===== src/rtl/pkt_arb_pkg.sv =====
// Shared types for the TX packet arbiter: FSM states, Avalon-ST beat record
// and the round-robin pick helper.
package pkt_arb_pkg;

    localparam int MAX_SRC    = 8;
    localparam int ST_DATA_W  = 32;
    localparam int ST_EMPTY_W = 2;

    typedef enum logic {
        IDLE   = 1'b0,
        LOCKED = 1'b1
    } arb_state_e;

    typedef struct packed {
        logic [ST_DATA_W-1:0]  data;
        logic                  sop;
        logic                  eop;
        logic [ST_EMPTY_W-1:0] empty;
    } beat_t;

    // First set bit of mask searching upward from last+1, wrapping at n.
    // Returns last when mask is empty.
    function automatic logic [2:0] rr_next(input logic [MAX_SRC-1:0] mask,
                                           input logic [2:0]         last,
                                           input int                 n);
        logic [2:0] pick;
        logic [2:0] idx;
        logic       found;
        pick  = last;
        found = 1'b0;
        for (int k = 1; k <= MAX_SRC; k++) begin
            idx = 3'((int'(last) + k) % n);
            if (k <= n && !found && mask[idx]) begin
                pick  = idx;
                found = 1'b1;
            end
        end
        return pick;
    endfunction

endpackage


===== src/rtl/tx_pkt_arbiter_if.sv =====
// Avalon-ST bundle around the arbiter: N_SRC generator sinks plus the merged source.
// master = generators/MAC side, slave = arbiter.
interface tx_pkt_arbiter_if #(
    parameter int N_SRC  = 2,
    parameter int DATA_W = 32
) ();
    localparam int EMPTY_W = $clog2(DATA_W/8);

    logic [N_SRC-1:0]         asi_snk_valid;
    logic [N_SRC*DATA_W-1:0]  asi_snk_data;
    logic [N_SRC-1:0]         asi_snk_startofpacket;
    logic [N_SRC-1:0]         asi_snk_endofpacket;
    logic [N_SRC*EMPTY_W-1:0] asi_snk_empty;
    logic [N_SRC-1:0]         asi_snk_ready;

    logic                     aso_src0_ready;
    logic [DATA_W-1:0]        aso_src0_data;
    logic                     aso_src0_valid;
    logic                     aso_src0_startofpacket;
    logic                     aso_src0_endofpacket;
    logic [EMPTY_W-1:0]       aso_src0_empty;

    modport master (
        output asi_snk_valid, asi_snk_data, asi_snk_startofpacket,
               asi_snk_endofpacket, asi_snk_empty, aso_src0_ready,
        input  asi_snk_ready, aso_src0_data, aso_src0_valid,
               aso_src0_startofpacket, aso_src0_endofpacket, aso_src0_empty
    );

    modport slave (
        input  asi_snk_valid, asi_snk_data, asi_snk_startofpacket,
               asi_snk_endofpacket, asi_snk_empty, aso_src0_ready,
        output asi_snk_ready, aso_src0_data, aso_src0_valid,
               aso_src0_startofpacket, aso_src0_endofpacket, aso_src0_empty
    );
endinterface


===== src/rtl/st_skid_buf.sv =====
// 2-entry Avalon-ST register slice; 1-cycle latency when empty, outputs straight from flops.
// in_rdy is a registered not-full flag, so upstream never sees a combinational path from out_rdy.
module st_skid_buf #(
    parameter int DATA_W  = 32,
    parameter int EMPTY_W = 2
) (
    input  logic               clk,
    input  logic               rst,
    input  logic               in_vld,
    output logic               in_rdy,
    input  logic [DATA_W-1:0]  in_data,
    input  logic               in_sop,
    input  logic               in_eop,
    input  logic [EMPTY_W-1:0] in_empty,
    output logic               out_vld,
    input  logic               out_rdy,
    output logic [DATA_W-1:0]  out_data,
    output logic               out_sop,
    output logic               out_eop,
    output logic [EMPTY_W-1:0] out_empty
);
    localparam int BEAT_W = DATA_W + 2 + EMPTY_W;

    logic [BEAT_W-1:0] in_beat, head_q, head_d, skid_q, skid_d;
    logic [1:0]        count_q, count_d;
    logic              rdy_q, rdy_d, vld_q, vld_d;
    logic              push, pop;

    assign in_beat = {in_data, in_sop, in_eop, in_empty};
    assign push    = in_vld & rdy_q;
    assign pop     = vld_q & out_rdy;

    always_comb begin
        head_d  = head_q;
        skid_d  = skid_q;
        count_d = count_q;
        case (count_q)
            2'd0: if (push) begin
                head_d  = in_beat;
                count_d = 2'd1;
            end
            2'd1: case ({push, pop})
                2'b11: head_d = in_beat;
                2'b10: begin
                    skid_d  = in_beat;
                    count_d = 2'd2;
                end
                2'b01: count_d = 2'd0;
                default: ;
            endcase
            2'd2: if (pop) begin
                head_d  = skid_q;
                count_d = 2'd1;
            end
            default: count_d = 2'd0;
        endcase
        rdy_d = (count_d != 2'd2);
        vld_d = (count_d != 2'd0);
    end

    always_ff @(posedge clk) begin
        if (rst) begin
            head_q  <= '0;
            skid_q  <= '0;
            count_q <= 2'd0;
            rdy_q   <= 1'b1;
            vld_q   <= 1'b0;
        end else begin
            head_q  <= head_d;
            skid_q  <= skid_d;
            count_q <= count_d;
            rdy_q   <= rdy_d;
            vld_q   <= vld_d;
        end
    end

    assign in_rdy  = rdy_q;
    assign out_vld = vld_q;
    assign {out_data, out_sop, out_eop, out_empty} = head_q;
endmodule


===== src/rtl/tx_pkt_arbiter.sv =====
// Packet-granular round-robin merge of N_SRC Avalon-ST generators onto one TX stream.
// Sink-to-source latency 1 cycle; 1 idle arbitration cycle per packet; sink ready follows skid-buffer not-full.
module tx_pkt_arbiter
    import pkt_arb_pkg::*;
#(
    parameter int  N_SRC   = 2,
    parameter int  DATA_W  = 32,
    parameter int  CNT_W   = 16,
    localparam int EMPTY_W = $clog2(DATA_W/8),
    localparam int GIDX_W  = (N_SRC > 1) ? $clog2(N_SRC) : 1
) (
    input  logic                   csi_clock_clk,
    input  logic                   csi_clock_reset,
    input  logic [N_SRC-1:0]       src_enable,
    tx_pkt_arbiter_if.slave        st,
    output logic [GIDX_W-1:0]      grant_idx,
    output logic                   busy,
    output logic                   err_stray,
    output logic [N_SRC*CNT_W-1:0] stat_pkt_cnt
);
    arb_state_e                  state_q, state_d;
    logic [GIDX_W-1:0]           grant_idx_q, grant_idx_d;
    logic [N_SRC-1:0][CNT_W-1:0] cnt_q, cnt_d;
    logic                        err_stray_q, err_stray_d;

    logic [N_SRC-1:0]   req, stray, snk_rdy;
    logic [MAX_SRC-1:0] req_ext;
    logic               sel_vld, sel_sop, sel_eop;
    logic [DATA_W-1:0]  sel_data;
    logic [EMPTY_W-1:0] sel_empty;
    logic               buf_in_rdy, push;

    assign req   = st.asi_snk_valid &  st.asi_snk_startofpacket & src_enable;
    assign stray = st.asi_snk_valid & ~st.asi_snk_startofpacket & src_enable;

    always_comb begin
        sel_vld   = 1'b0;
        sel_sop   = 1'b0;
        sel_eop   = 1'b0;
        sel_data  = '0;
        sel_empty = '0;
        for (int i = 0; i < N_SRC; i++) begin
            if (grant_idx_q == GIDX_W'(i)) begin
                sel_vld   = st.asi_snk_valid[i];
                sel_sop   = st.asi_snk_startofpacket[i];
                sel_eop   = st.asi_snk_endofpacket[i];
                sel_data  = st.asi_snk_data[i*DATA_W +: DATA_W];
                sel_empty = st.asi_snk_empty[i*EMPTY_W +: EMPTY_W];
            end
        end
    end

    always_comb begin
        state_d     = state_q;
        grant_idx_d = grant_idx_q;
        cnt_d       = cnt_q;
        err_stray_d = 1'b0;
        snk_rdy     = '0;
        push        = 1'b0;
        req_ext     = '0;
        req_ext[N_SRC-1:0] = req;
        case (state_q)
            IDLE: begin
                // A stray beat blocks every grant this cycle; it is swallowed and flagged.
                if (|stray) begin
                    snk_rdy     = stray;
                    err_stray_d = 1'b1;
                end else if (|req) begin
                    grant_idx_d = GIDX_W'(rr_next(req_ext, 3'(grant_idx_q), N_SRC));
                    state_d     = LOCKED;
                end
            end
            LOCKED: begin
                for (int i = 0; i < N_SRC; i++) begin
                    if (grant_idx_q == GIDX_W'(i)) snk_rdy[i] = buf_in_rdy;
                end
                push = sel_vld & buf_in_rdy;
                if (push && sel_eop) begin
                    for (int i = 0; i < N_SRC; i++) begin
                        if (grant_idx_q == GIDX_W'(i)) cnt_d[i] = cnt_q[i] + CNT_W'(1);
                    end
                    state_d = IDLE;
                end
            end
        endcase
    end

    always_ff @(posedge csi_clock_clk) begin
        if (csi_clock_reset) begin
            state_q     <= IDLE;
            grant_idx_q <= GIDX_W'(N_SRC - 1);
            cnt_q       <= '0;
            err_stray_q <= 1'b0;
        end else begin
            state_q     <= state_d;
            grant_idx_q <= grant_idx_d;
            cnt_q       <= cnt_d;
            err_stray_q <= err_stray_d;
        end
    end

    st_skid_buf #(
        .DATA_W  (DATA_W),
        .EMPTY_W (EMPTY_W)
    ) u_skid (
        .clk       (csi_clock_clk),
        .rst       (csi_clock_reset),
        .in_vld    (push),
        .in_rdy    (buf_in_rdy),
        .in_data   (sel_data),
        .in_sop    (sel_sop),
        .in_eop    (sel_eop),
        .in_empty  (sel_empty),
        .out_vld   (st.aso_src0_valid),
        .out_rdy   (st.aso_src0_ready),
        .out_data  (st.aso_src0_data),
        .out_sop   (st.aso_src0_startofpacket),
        .out_eop   (st.aso_src0_endofpacket),
        .out_empty (st.aso_src0_empty)
    );

    assign st.asi_snk_ready = csi_clock_reset ? '0 : snk_rdy;
    assign grant_idx        = grant_idx_q;
    assign busy             = (state_q == LOCKED);
    assign err_stray        = err_stray_q;
    assign stat_pkt_cnt     = cnt_q;
endmodule


===== src/flat_wrapper.sv =====
// flat-port wrapper written by rule: the top's interface ports become plain ports
module tx_pkt_arbiter_flat import pkt_arb_pkg::*;
#(
    parameter int  N_SRC   = 2,
    parameter int  DATA_W  = 32,
    parameter int  CNT_W   = 16,
    localparam int EMPTY_W = $clog2(DATA_W/8),
    localparam int GIDX_W  = (N_SRC > 1) ? $clog2(N_SRC) : 1
)
  (csi_clock_clk, csi_clock_reset, src_enable, grant_idx, busy, err_stray, stat_pkt_cnt, st_asi_snk_valid, st_asi_snk_data, st_asi_snk_startofpacket, st_asi_snk_endofpacket, st_asi_snk_empty, st_aso_src0_ready, st_asi_snk_ready, st_aso_src0_data, st_aso_src0_valid, st_aso_src0_startofpacket, st_aso_src0_endofpacket, st_aso_src0_empty);
  tx_pkt_arbiter_if #(.N_SRC(N_SRC), .DATA_W(DATA_W)) st_i ();
  input  logic csi_clock_clk;
  input  logic csi_clock_reset;
  input  logic [N_SRC-1:0] src_enable;
  output logic [GIDX_W-1:0] grant_idx;
  output logic busy;
  output logic err_stray;
  output logic [N_SRC*CNT_W-1:0] stat_pkt_cnt;
  input wire logic [$bits(st_i.asi_snk_valid)-1:0] st_asi_snk_valid;
  input wire logic [$bits(st_i.asi_snk_data)-1:0] st_asi_snk_data;
  input wire logic [$bits(st_i.asi_snk_startofpacket)-1:0] st_asi_snk_startofpacket;
  input wire logic [$bits(st_i.asi_snk_endofpacket)-1:0] st_asi_snk_endofpacket;
  input wire logic [$bits(st_i.asi_snk_empty)-1:0] st_asi_snk_empty;
  input wire logic [$bits(st_i.aso_src0_ready)-1:0] st_aso_src0_ready;
  output wire logic [$bits(st_i.asi_snk_ready)-1:0] st_asi_snk_ready;
  output wire logic [$bits(st_i.aso_src0_data)-1:0] st_aso_src0_data;
  output wire logic [$bits(st_i.aso_src0_valid)-1:0] st_aso_src0_valid;
  output wire logic [$bits(st_i.aso_src0_startofpacket)-1:0] st_aso_src0_startofpacket;
  output wire logic [$bits(st_i.aso_src0_endofpacket)-1:0] st_aso_src0_endofpacket;
  output wire logic [$bits(st_i.aso_src0_empty)-1:0] st_aso_src0_empty;
  assign st_i.asi_snk_valid = st_asi_snk_valid;
  assign st_i.asi_snk_data = st_asi_snk_data;
  assign st_i.asi_snk_startofpacket = st_asi_snk_startofpacket;
  assign st_i.asi_snk_endofpacket = st_asi_snk_endofpacket;
  assign st_i.asi_snk_empty = st_asi_snk_empty;
  assign st_i.aso_src0_ready = st_aso_src0_ready;
  assign st_asi_snk_ready = st_i.asi_snk_ready;
  assign st_aso_src0_data = st_i.aso_src0_data;
  assign st_aso_src0_valid = st_i.aso_src0_valid;
  assign st_aso_src0_startofpacket = st_i.aso_src0_startofpacket;
  assign st_aso_src0_endofpacket = st_i.aso_src0_endofpacket;
  assign st_aso_src0_empty = st_i.aso_src0_empty;
  tx_pkt_arbiter #(.N_SRC(N_SRC), .DATA_W(DATA_W), .CNT_W(CNT_W)) u_core (.csi_clock_clk(csi_clock_clk), .csi_clock_reset(csi_clock_reset), .src_enable(src_enable), .st(st_i), .grant_idx(grant_idx), .busy(busy), .err_stray(err_stray), .stat_pkt_cnt(stat_pkt_cnt));
endmodule

===== config.mk =====
export PLATFORM = sky130hd
export DESIGN_NAME = tx_pkt_arbiter_flat
export DESIGN_NICKNAME = d
export VERILOG_FILES = /design/src/rtl/pkt_arb_pkg.sv /design/src/rtl/tx_pkt_arbiter_if.sv /design/src/rtl/st_skid_buf.sv /design/src/rtl/tx_pkt_arbiter.sv /design/src/flat_wrapper.sv
export SDC_FILE = /design/constraint.sdc
export NUM_CORES = 1
export LEC_CHECK = 0
export CAP_MARGIN = 20
export CORE_UTILIZATION = 48
export DETAILED_ROUTE_END_ITERATION = 10
export PLACE_DENSITY_LB_ADDON = 0.12
export SETUP_SLACK_MARGIN = 0.4
export SYNTH_ARGS = -nofsm -noshare
export SYNTH_HDL_FRONTEND = slang
export SYNTH_HIERARCHICAL = 1
export SYNTH_SLANG_ARGS = --single-unit

===== constraint.sdc =====
create_clock -name csi_clock_clk -period 2.3 [get_ports csi_clock_clk]
set_input_delay 0.345 -clock csi_clock_clk [delete_from_list [all_inputs] [get_ports csi_clock_clk]]
set_output_delay 0.345 -clock csi_clock_clk [all_outputs]
set_load 0.005 [all_outputs]

==> flow_summary.html <==
<table>
<tr><th>Metric</th><th>Value</th></tr>
<tr><th colspan="2">Status</th></tr>
<tr><td>Run status</td><td>finished, final reports clean</td></tr>
<tr><th colspan="2">Detailed routing</th></tr>
<tr><td>Count of vias placed by the detailed router</td><td>between 4000 and 5000</td></tr>
<tr><td>Initial detailed-routing violation count</td><td>between 200 and 250</td></tr>
<tr><td>Remaining routing DRC violations</td><td>0</td></tr>
<tr><td>Total Routed Length</td><td>between 10000 and 15000 µm</td></tr>
<tr><td>Average detailed-routed wire length per instance</td><td>between 15 and 20 µm</td></tr>
<tr><td>Detail Route Antenna Nets</td><td>0</td></tr>
<tr><td>Pre-Repair DR Iteration Count</td><td>4</td></tr>
<tr><td>Vias per cell</td><td>~5.5</td></tr>
<tr><th colspan="2">Cells and area</th></tr>
<tr><td>Utilization of the core after routing</td><td>0.690</td></tr>
<tr><td>Ant diodes</td><td>0</td></tr>
<tr><td>Final std cells w/o fill</td><td>between 800 and 900</td></tr>
<tr><td>Growth of design area from synthesis to finish</td><td>40.4%</td></tr>
<tr><td>Total Nets Final</td><td>between 800 and 900</td></tr>
<tr><td>Fraction of layout instances using a drive strength above 1</td><td>0.198</td></tr>
<tr><th colspan="2">Logic synthesis</th></tr>
<tr><td>Area of the mapped netlist</td><td>roughly 5300 µm²</td></tr>
<tr><td>Leading register cell type out of synthesis</td><td>sky130_fd_sc_hd__dfxtp_1</td></tr>
<tr><td>Post-Synthesis Cells</td><td>between 500 and 600</td></tr>
<tr><td>Number of synthesized flops with an enable pin</td><td>0</td></tr>
<tr><td>Top-area cell type share of the netlist area</td><td>0.417</td></tr>
<tr><td>Most used standard cell by instance count after synthesis</td><td>sky130_fd_sc_hd__dfxtp_1</td></tr>
<tr><td>Most used standard cells in the synthesized netlist</td><td>sky130_fd_sc_hd__dfxtp_1, sky130_fd_sc_hd__nand2_1, sky130_fd_sc_hd__a21oi_1</td></tr>
<tr><td>Post-synth ARST share</td><td>0</td></tr>
<tr><td>Post-Syn Nets</td><td>667</td></tr>
<tr><td>Share of the yosys chip area belonging to registers</td><td>0.417</td></tr>
<tr><td>Mapped Avg Cell Area</td><td>9.09 µm²</td></tr>
<tr><td>Total number of yosys warnings</td><td>6</td></tr>
<tr><td>Count of unique library cells instantiated by Yosys</td><td>42</td></tr>
<tr><td>Synth area leaders</td><td>sky130_fd_sc_hd__dfxtp_1, sky130_fd_sc_hd__mux2_2, sky130_fd_sc_hd__mux2i_1, sky130_fd_sc_hd__a211oi_2, sky130_fd_sc_hd__nand2_1</td></tr>
<tr><td>Top cell type by total area after synthesis</td><td>sky130_fd_sc_hd__dfxtp_1</td></tr>
<tr><td>Flip-flop and latch count after synthesis</td><td>between 100 and 150</td></tr>
<tr><th colspan="2">Power and ir drop</th></tr>
<tr><td>Sw Ratio</td><td>0.267</td></tr>
<tr><td>Internal Power</td><td>roughly 2800 µW</td></tr>
<tr><td>Switching power</td><td>1020 µW</td></tr>
<tr><td>Static Leakage</td><td>approximately 0.0028 µW</td></tr>
<tr><td>Part of the total power dissipated in the clock network</td><td>0.278</td></tr>
<tr><td>Peak supply drop</td><td>between 0.0003 and 0.0004 V</td></tr>
<tr><td>Comb pwr share</td><td>0.190</td></tr>
<tr><td>Power density cells</td><td>~510 nW/µm²</td></tr>
<tr><td>Sequential share of power</td><td>0.532</td></tr>
<tr><th colspan="2">GRT</th></tr>
<tr><td>Wire length of the first global-routing pass</td><td>~22000 µm</td></tr>
<tr><td>Pin count of the biggest net entering global routing</td><td>113</td></tr>
<tr><td>Antenna violations before repair</td><td>0</td></tr>
<tr><td>Via count of the first global-routing pass</td><td>~4600</td></tr>
<tr><td>Final global-route overflow total</td><td>0</td></tr>
<tr><td>Total routing usage reported by global routing</td><td>0.239</td></tr>
<tr><th colspan="2">Place</th></tr>
<tr><td>RePlAce Congestion</td><td>0.842</td></tr>
<tr><td>Placed Cells</td><td>866</td></tr>
<tr><td>Buffers on Ports</td><td>between 150 and 200</td></tr>
<tr><td>Post-detail-place hpwl</td><td>about 9400 µm</td></tr>
<tr><th colspan="2">Floorplanning</th></tr>
<tr><td>Chip Width</td><td>107 µm</td></tr>
<tr><td>Vertical die dimension</td><td>107 µm</td></tr>
<tr><td>Number of top-level design ports</td><td>153</td></tr>
<tr><td>Die outline area</td><td>11500 µm²</td></tr>
<tr><td>Starting Density</td><td>0.492</td></tr>
<tr><td>Cell Rows</td><td>38</td></tr>
<tr><td>Floorplan Core Area</td><td>around 11000 µm²</td></tr>
<tr><th colspan="2">Timing</th></tr>
<tr><td>Final setup violating endpoints</td><td>0</td></tr>
<tr><td>Unrepaired setup endpoints after global routing</td><td>yes</td></tr>
<tr><td>Remaining max-slew budget at the tightest pin</td><td>0.616</td></tr>
<tr><td>Final Max Slew Viols</td><td>0</td></tr>
<tr><td>Final clock skew</td><td>12.5 ps</td></tr>
<tr><td>Highest clock rate</td><td>538 MHz</td></tr>
<tr><td>Shortest period the worst path allows</td><td>between 1500 and 2000 ps</td></tr>
<tr><td>Slew at the pin closest to its max-slew limit</td><td>576 ps</td></tr>
<tr><td>Count of final hold-check violations</td><td>0</td></tr>
<tr><td>Post-route clock period utilization</td><td>0.809</td></tr>
<tr><th colspan="2">Worst setup path</th></tr>
<tr><td>Capturing element type of the critical path</td><td>flip-flop</td></tr>
<tr><td>Worst path arrival time</td><td>~2200 ps</td></tr>
<tr><td>Type of the setup path with the least slack</td><td>flip-flop to flip-flop</td></tr>
<tr><td>Kind of launch point of the worst setup path</td><td>flip-flop</td></tr>
<tr><td>Critical path required time</td><td>between 2000 and 3000 ps</td></tr>
<tr><td>Crit-path max FO</td><td>11</td></tr>
<tr><th colspan="2">Clock tree</th></tr>
<tr><td>Clock tree from TritonCTS</td><td>done</td></tr>
<tr><td>TritonCTS buffer count</td><td>9</td></tr>
<tr><td>Count of hold-fix buffers inserted at cts</td><td>0</td></tr>
<tr><td>Master cell of the clock root buffer</td><td>sky130_fd_sc_hd__clkbuf_8</td></tr>
<tr><td>CTS H-tree lvls</td><td>3</td></tr>
<tr><td>Clock edge transition at the registers on the reported setup and hold paths</td><td>100 ps</td></tr>
<tr><td>Clock sinks</td><td>111</td></tr>
<tr><td>Clock latency on the worst-skew pair</td><td>roughly 370 ps</td></tr>
<tr><td>CTS max path bufs</td><td>2</td></tr>
<tr><th colspan="2">Min path</th></tr>
<tr><td>HP Class</td><td>primary input to flip-flop</td></tr>
<tr><th colspan="2">Run</th></tr>
<tr><td>Max-Cap Viols</td><td>0</td></tr>
</table>
==> power by group through the flow <==
stage / logic [µW] / clock network, µW / registers, µW
after floorplan: 347 / 0 / 2070
final: 727 / 1060 / 2030
after global routing: 786 / 1160 / 2040
after detailed placement: 691 / 0 / 2080
after CTS: 703 / 1090 / 2030
after global placement: 675 / 0 / 2070
==> kinds of logic after synthesis <==
family / Yosys count / synth area share
xor gates and xnor gates: 18 / 0.0296
adders and majority gates: 2 / 0.00470
muxes: 76 / 0.152
and+or+nand+nor: 220 / 0.197
AOI/OAI and AO/OA: 108 / 0.153
DFF: 111 / 0.417
buffers and inverters: 51 / 0.0472
==> cell usage in the layout, fill, tap and decap left out, drive strengths merged, types with 3 or more instances in the layout <==
| cell type | synthesis | routed |
|---|---|---|
| inv | 9 | 10 |
| o31ai | 5 | 5 |
| nand2 | 90 | 90 |
| nand4 | 10 | 10 |
| or4 | 5 | 5 |
| nor2 | 28 | 28 |
| dlygate4sd2 | 0 | 3 |
| xnor2 | 16 | 16 |
| buf | 20 | 41 |
| clkinv | 0 | 5 |
| clkbuf | 22 | 11 |
| or3 | 7 | 7 |
| nor4 | 7 | 7 |
| mux2i | 38 | 38 |
| a21oi | 53 | 53 |
| nor2b | 3 | 3 |
| o21ai | 7 | 7 |
| nor3 | 45 | 45 |
| mux2 | 38 | 38 |
| clkdlybuf4s50 | 0 | 146 |
| nand3 | 12 | 12 |
| dfxtp | 111 | 111 |
| a211oi | 36 | 36 |
==> through the flow <==
step / power (µW) / instance area (µm²) / hold slack, ps / TNS, ps / worst slack, ps
floorplan: 2420 / 5350 / 436 / 0 / 401
global placement: 2750 / 7080 / 441 / 0 / 9.18
detailed placement: 2770 / 7080 / 447 / -55.3 / -11.7
CTS: 3820 / 7330 / 217 / 0 / 379
global route: 3980 / 7480 / 243 / 0 / 369
finish: 3820 / 7480 / 236 / 0 / 440
==> flip-flops by register name, indices dropped and copies added, names as in the netlist <==
register,count
u_core/busy,1
u_core/err_stray,1
u_core/grant_idx,1
u_core/stat_pkt_cnt,32
u_core/u_skid/count_q,2
u_core/u_skid/head_q,36
u_core/u_skid/in_rdy,1
u_core/u_skid/out_vld,1
u_core/u_skid/skid_q,36
==> repair_timing <==
action / in CTS / in global routing
cloned: 0 / 2
resized for setup: 22 / 18
buffers inserted: 5 / 4
pin swaps: 3 / 3
endpoints found under the setup margin: 49 / 79
==> critical path: stages, from the launching register on <==
cell and delay (ps):
sky130_fd_sc_hd__dfxtp_4 420, sky130_fd_sc_hd__mux2i_4 250, sky130_fd_sc_hd__nor2_1 90, sky130_fd_sc_hd__and3b_2 240
sky130_fd_sc_hd__o2bb2ai_4 130, sky130_fd_sc_hd__or2_4 280, sky130_fd_sc_hd__clkbuf_16 190, sky130_fd_sc_hd__a211oi_2 180
==> metal layers <==
layer,vias to the layer above,part of all wire,track usage
li1,2412,-,-
met2,134,0.52,0.439
met1,2335,0.43,0.281
met4,0,0.011,0.0646
met5,-,0,0
met3,12,0.044,0.0490
==> worst paths after layout <==
path | endpoint | from | depth (start not counted) | slack (ps)
min | u_core/grant_idx | csi_clock_reset | 3 | 240
max | u_core/u_skid/head_q[22] | u_core/grant_idx | 7 | 440
min reg2reg | u_core/u_skid/skid_q[6] | u_core/u_skid/skid_q[6] | 2 | 460
max reg2reg | u_core/u_skid/head_q[22] | u_core/grant_idx | 7 | 440
==> final cells by class <==
class / count / area, µm²
flip-flops and latches: 111 / 2230
multi-input cells: 424 / 2940
clock inverters: 7 / 48.8
inverters: 9 / 33.8
fillers: 870 / 3360
repair buffers: 193 / 1920
well taps: 140 / 175
clock buffers: 9 / 124
Power figures use the tool's default switching activity.
